--- config.mk ---
export PLATFORM = sky130hd
export DESIGN_NAME = toggle_decoder
export DESIGN_NICKNAME = d
export VERILOG_FILES = /design/src/rtl/toggle_decoder_pkg.sv /design/src/rtl/sync_chain.sv /design/src/rtl/toggle_decoder.sv
export SDC_FILE = /design/constraint.sdc
export NUM_CORES = 1
export LEC_CHECK = 0
export BUFFER_PORTS_ARGS = -buffer_cell sky130_fd_sc_hd__buf_2
export CORE_UTILIZATION = 43
export DETAILED_ROUTE_END_ITERATION = 10
export GPL_TIMING_DRIVEN = 0
export HOLD_SLACK_MARGIN = 0.06
export SLEW_MARGIN = 20
export SYNTH_ARGS = -nofsm -noshare
export SYNTH_HDL_FRONTEND = slang
export SYNTH_SLANG_ARGS = --single-unit
--- constraint.sdc ---
create_clock -name clk -period 3.1 [get_ports clk]
set_clock_uncertainty 0.05 [all_clocks]
set_input_delay 0.465 -clock clk [delete_from_list [all_inputs] [get_ports clk]]
set_output_delay 0.465 -clock clk [all_outputs]
set_load 0.05 [all_outputs]
--- src/rtl/toggle_decoder_pkg.sv ---
// Shared definitions for the toggle link receiver: FSM state encodings and
// default parameter values.
package toggle_decoder_pkg;

    localparam int SYNC_STAGES_DEF   = 2;
    localparam int FILTER_CYCLES_DEF = 4;
    localparam int CNT_W_DEF         = 8;

    // Bit 0 follows the candidate level, bit 1 the accepted level.
    localparam logic [1:0] S_LOW    = 2'b00;
    localparam logic [1:0] S_QUAL_H = 2'b01;
    localparam logic [1:0] S_HIGH   = 2'b11;
    localparam logic [1:0] S_QUAL_L = 2'b10;

endpackage

--- src/rtl/sync_chain.sv ---
// N-stage synchronizer for a single asynchronous input, cleared to 0 by an
// asynchronous active-low reset.
module sync_chain #(
    parameter int STAGES = 2
) (
    input  logic clk,
    input  logic rst,
    input  logic d,
    output logic q
);

    logic [STAGES-1:0] sr_p0;

    always_ff @(posedge clk or negedge rst) begin
        if (!rst) begin
            sr_p0 <= '0;
        end else begin
            sr_p0 <= {sr_p0[STAGES-2:0], d};
        end
    end

    assign q = sr_p0[STAGES-1];

endmodule

--- src/rtl/toggle_decoder.sv ---
// Toggle link receiver: synchronizes t_in, filters short excursions and turns
// every accepted level change into a one-cycle pulse plus an event count.
module toggle_decoder
    import toggle_decoder_pkg::*;
#(
    parameter int SYNC_STAGES   = SYNC_STAGES_DEF,
    parameter int FILTER_CYCLES = FILTER_CYCLES_DEF,
    parameter int CNT_W         = CNT_W_DEF
) (
    input  logic             clk,
    input  logic             rst,
    input  logic             t_in,
    input  logic             clr,
    output logic             pulse,
    output logic             level,
    output logic [CNT_W-1:0] count,
    output logic             ovf,
    output logic             glitch
);

    localparam int              FC_W    = $clog2(FILTER_CYCLES + 1);
    localparam logic [FC_W-1:0] FC_LAST = FC_W'(FILTER_CYCLES - 1);
    localparam logic [FC_W-1:0] FC_ONE  = FC_W'(1);

    logic            s;
    logic [1:0]      state, state_nx;
    logic [FC_W-1:0] fc, fc_nx;
    logic            accept, reject;

    sync_chain #(.STAGES(SYNC_STAGES)) u_sync (
        .clk (clk),
        .rst (rst),
        .d   (t_in),
        .q   (s)
    );

    always_comb begin
        state_nx = state;
        fc_nx    = fc;
        accept   = 1'b0;
        reject   = 1'b0;
        case (state)
            S_LOW: begin
                if (s) begin
                    if (FILTER_CYCLES == 1) begin
                        state_nx = S_HIGH;
                        accept   = 1'b1;
                    end else begin
                        state_nx = S_QUAL_H;
                        fc_nx    = FC_ONE;
                    end
                end
            end
            S_QUAL_H: begin
                if (!s) begin
                    state_nx = S_LOW;
                    fc_nx    = '0;
                    reject   = 1'b1;
                end else if (fc == FC_LAST) begin
                    state_nx = S_HIGH;
                    fc_nx    = '0;
                    accept   = 1'b1;
                end else begin
                    fc_nx = fc + FC_ONE;
                end
            end
            S_HIGH: begin
                if (!s) begin
                    if (FILTER_CYCLES == 1) begin
                        state_nx = S_LOW;
                        accept   = 1'b1;
                    end else begin
                        state_nx = S_QUAL_L;
                        fc_nx    = FC_ONE;
                    end
                end
            end
            S_QUAL_L: begin
                if (s) begin
                    state_nx = S_HIGH;
                    fc_nx    = '0;
                    reject   = 1'b1;
                end else if (fc == FC_LAST) begin
                    state_nx = S_LOW;
                    fc_nx    = '0;
                    accept   = 1'b1;
                end else begin
                    fc_nx = fc + FC_ONE;
                end
            end
            default: begin
                state_nx = S_LOW;
                fc_nx    = '0;
            end
        endcase
    end

    // Stage boundary: FSM, event outputs and counter all register here.
    always_ff @(posedge clk or negedge rst) begin
        if (!rst) begin
            state  <= S_LOW;
            fc     <= '0;
            level  <= 1'b0;
            pulse  <= 1'b0;
            glitch <= 1'b0;
            count  <= '0;
            ovf    <= 1'b0;
        end else begin
            state  <= state_nx;
            fc     <= fc_nx;
            pulse  <= accept;
            glitch <= reject;
            if (accept) begin
                level <= ~level;
            end
            // A clear that lands on an accept still records that event.
            if (clr) begin
                count <= accept ? {{(CNT_W-1){1'b0}}, 1'b1} : '0;
                ovf   <= 1'b0;
            end else if (accept) begin
                count <= count + {{(CNT_W-1){1'b0}}, 1'b1};
                if (&count) begin
                    ovf <= 1'b1;
                end
            end
        end
    end

endmodule
==> out/results.ini <==
[placement]
dp_hpwl_um = 1340
dp_cells = 133
dp_slack_ns = 1.05
gp_congestion = 0.718
portBuffers = 15

[final_layout]
multi_input_area_um2 = 492
nets = 122
fin_cells = 138
antenna_cells = 0
fin_util_pct = 52.5
drive_gt1_share_pct = 25.5
fillCellCount = 203
area_delta_synth_final_pct = 14.4
ff_latch_area_um2 = 475

[floorplan]
rows = 17
start_util_pct = 45.9
fp.dieArea_um2 = 2560
die_w_um = 50.6
core_area_um2 = 2210
io_pins = 16
die_h_um = 50.6

[clocking]
cts_tree = built
numCtsBuffers = 3
cts.path.max_buffers = 2
clk_pin_slew_ns = 0.11
clock_latency_ns = 0.29
clockRootBuffer = clkbuf_4
h-tree-depth = 1
numClockSinks = 19

[critical_path]
regToRegSetupSlack_ns = 1.02
crit-reg2reg-capture = count[5]
rr_startpoint = state[1]
reg2reg_depth = 6
critPathArrivalTime_ns = 2.22
critPathMaxStageDelay_ns = 0.41
cp-end-kind = flop
crit_slowest_cell = dfrtp_1
path_class = flop to flop
worstPathMaxFanout = 9
path_cells = inv_1 > ha_1 > buf_4 > nand3b_1 > nor4_1 > mux2_2
required_ns = 3.24
critPathLaunchType = flop

[synthesis]
netlist_instances = 90
synth.yosys.seq_area_share_pct = 46.8
syn_nets = 101
synth_seq_cells = 19
synth_cell_types = 30
syn_avg_cell_area_um2 = 11.3
netlist_area_um2 = 1020
yosysWarnings = 0

[run]
drv_cap = 0

[drt]
drt_iter0_drc = 4
vias = 753
ant_nets = 0
drt-vias-per-instance = 5.46
drc = 0
routed_wl_um = 1840
drt_pass1_iterations = 4
post_drt_wl_per_cell_um = 13.3

[power_and_ir_drop]
p_clk_share_pct = 15.4
powerDensity_nw_per_um2 = 706
p_comb_share_pct = 46.0
switchingPower_uw = 335
peakVddDrop_mv = 0.474
power.leakage_uw = 0.000542
p_sw_share_pct = 40.8
seq_power_share_pct = 38.6
p_int_uw = 486

[grt]
grt_pass1_wl_um = 3230
overflow = 0
antenna_found_initial = 0
grt_usage_pct = 17.1
grt_pass1_vias = 707
grt_max_degree = 20

[timing]
slew_headroom_pct = 70.4
rsz0062_at_grt = false
worstMarginPinSlew_ns = 0.431
finalCritPeriodShare_pct = 67.1
finalSetupViolCount = 0
finalHoldViolCount = 0
min_period_ns = 2.08
drv_slew = 0
fin_setup_tns_ns = 0
fmax_mhz = 481
fin_ws_ns = 1.02

[hold_path]
hold_path.class = input pin to flop
hp-start = t_in
worstHoldEndpoint = u_sync.sr_p0[0]
hold_path_depth = 1

[status]
status = completed

power by group through the flow:
| stage | sequential (uW) | clock (uW) | combinational (uW) |
|---|---|---|---|
| 5_1_grt | 324 | 146 | 421 |
| 6_report | 317 | 126 | 378 |
| 3_3_place_gp | 321 | 0 | 370 |
| 4_1_cts | 318 | 130 | 381 |
| 3_5_place_dp | 323 | 0 | 378 |
| 2_1_floorplan | 371 | 0 | 251 |
how the worst max path moves through the flow:
stage / from / endpoint / slack (ns) / cells after the start
6_report: state[1] / count[5] / 1.02 / 6
5_1_grt: state[1] / count[5] / 0.84 / 6
4_1_cts: state[1] / count[5] / 1.01 / 6
3_5_place_dp: state[1] / count[5] / 1.05 / 6
3_3_place_gp: state[1] / count[5] / 1.07 / 6
2_1_floorplan: count[1] / ovf / 1.24 / 4
final cells by class:
cell class	count	area share (%)
plain buffers	4	2.91
clock buffers	4	2.26
inverters	4	1.29
multi-input cells	63	42.3
flip-flops and latches	19	40.9
well taps	28	3.01
repair buffers	16	7.32
cell usage after synthesis (all sizes together):
library cell	number	share of area (%)
buf	3	3.0
o31ai	3	2.2
clkbuf	1	0.37
mux2	5	5.5
nand4	3	1.8
o21a	1	0.74
o311ai	1	0.86
mux2i	3	4.2
nor4	2	2.7
dfrtp	19	47
nor2	5	1.8
ha	7	8.6
nand4b	1	0.86
o32ai	1	0.86
xnor2	1	0.86
nand2	2	0.74
or3	1	0.62
nand3	4	2.0
or4	4	3.0
a21boi	1	0.74
xor2	1	0.86
nand3b	2	1.5
nand2b	1	0.62
nor2b	3	1.8
o21ai	3	1.5
a21oi	8	3.9
inv	4	1.5
metrics by stage:
stage	hold slack (ns)	area [um^2]	total power [uW]
floorplan	0.119	1020	622
global placement	0.283	1130	690
detailed placement	0.285	1130	701
CTS	0.210	1160	829
global route	0.187	1160	892
finish	0.215	1160	821
worst max-delay path: cells and delay by family, from the launching register on:
kind                       cells  cell delay, ns
adders and majority gates      1            0.28
buffers and inverters          2            0.24
DFF                            1            0.41
muxes                          1            0.37
and+or+nand+nor                2            0.62
logic make-up (layout without fill, tap and decap cells):
kind of cell | Yosys count | after routing | synth area share (%)
and+or+nand+nor | 28 | 28 | 17.5
DFF | 19 | 19 | 46.8
AOI/OAI and AO/OA | 18 | 18 | 10.8
muxes | 8 | 8 | 9.73
buffers and inverters | 8 | 28 | 4.80
adders and majority gates | 7 | 7 | 8.62
xor gates and xnor gates | 2 | 2 | 1.72
flip-flops by register name (all words and copies together) (netlist names):
signal        cells
level             1
state             2
glitch            1
ovf               1
u_sync.sr_p0      2
fc                3
count             8
pulse             1
cell usage in the layout (no fill, tap or decap), types with 2 or more instances in the layout:
cell      count
buf_6         2
a21oi_1       8
dfrtp_1      19
clkbuf_4      3
o21ai_0       3
nand2_1       2
clkbuf_1      2
mux2_2        5
nor2b_1       3
buf_2        15
nor2_1        5
ha_1          7
or4_1         4
inv_1         4
nand3b_1      2
nand3_1       4
o31ai_1       3
mux2i_1       2
nand4_1       3
metal layers:
metal  vias to the layer above  wire [um]  share of wire (%)  GRT usage [%]
li1                        374          -                  -              -
met3                         2         57                3.1           3.64
met2                        18        841                 46           25.1
met1                       359        928                 50           24.3
met4                         0         13               0.71           6.94
met5                         -          0                  0              0
repair_timing:
action | in CTS | in global routing
setup buffers | 0 | 0
hold buffers | 1 | 0
endpoints found under the setup margin | 0 | 0
endpoints found under the hold margin | 10 | 0
resized for setup | 0 | 0
No activity file was read; power rests on OpenSTA's default activity.
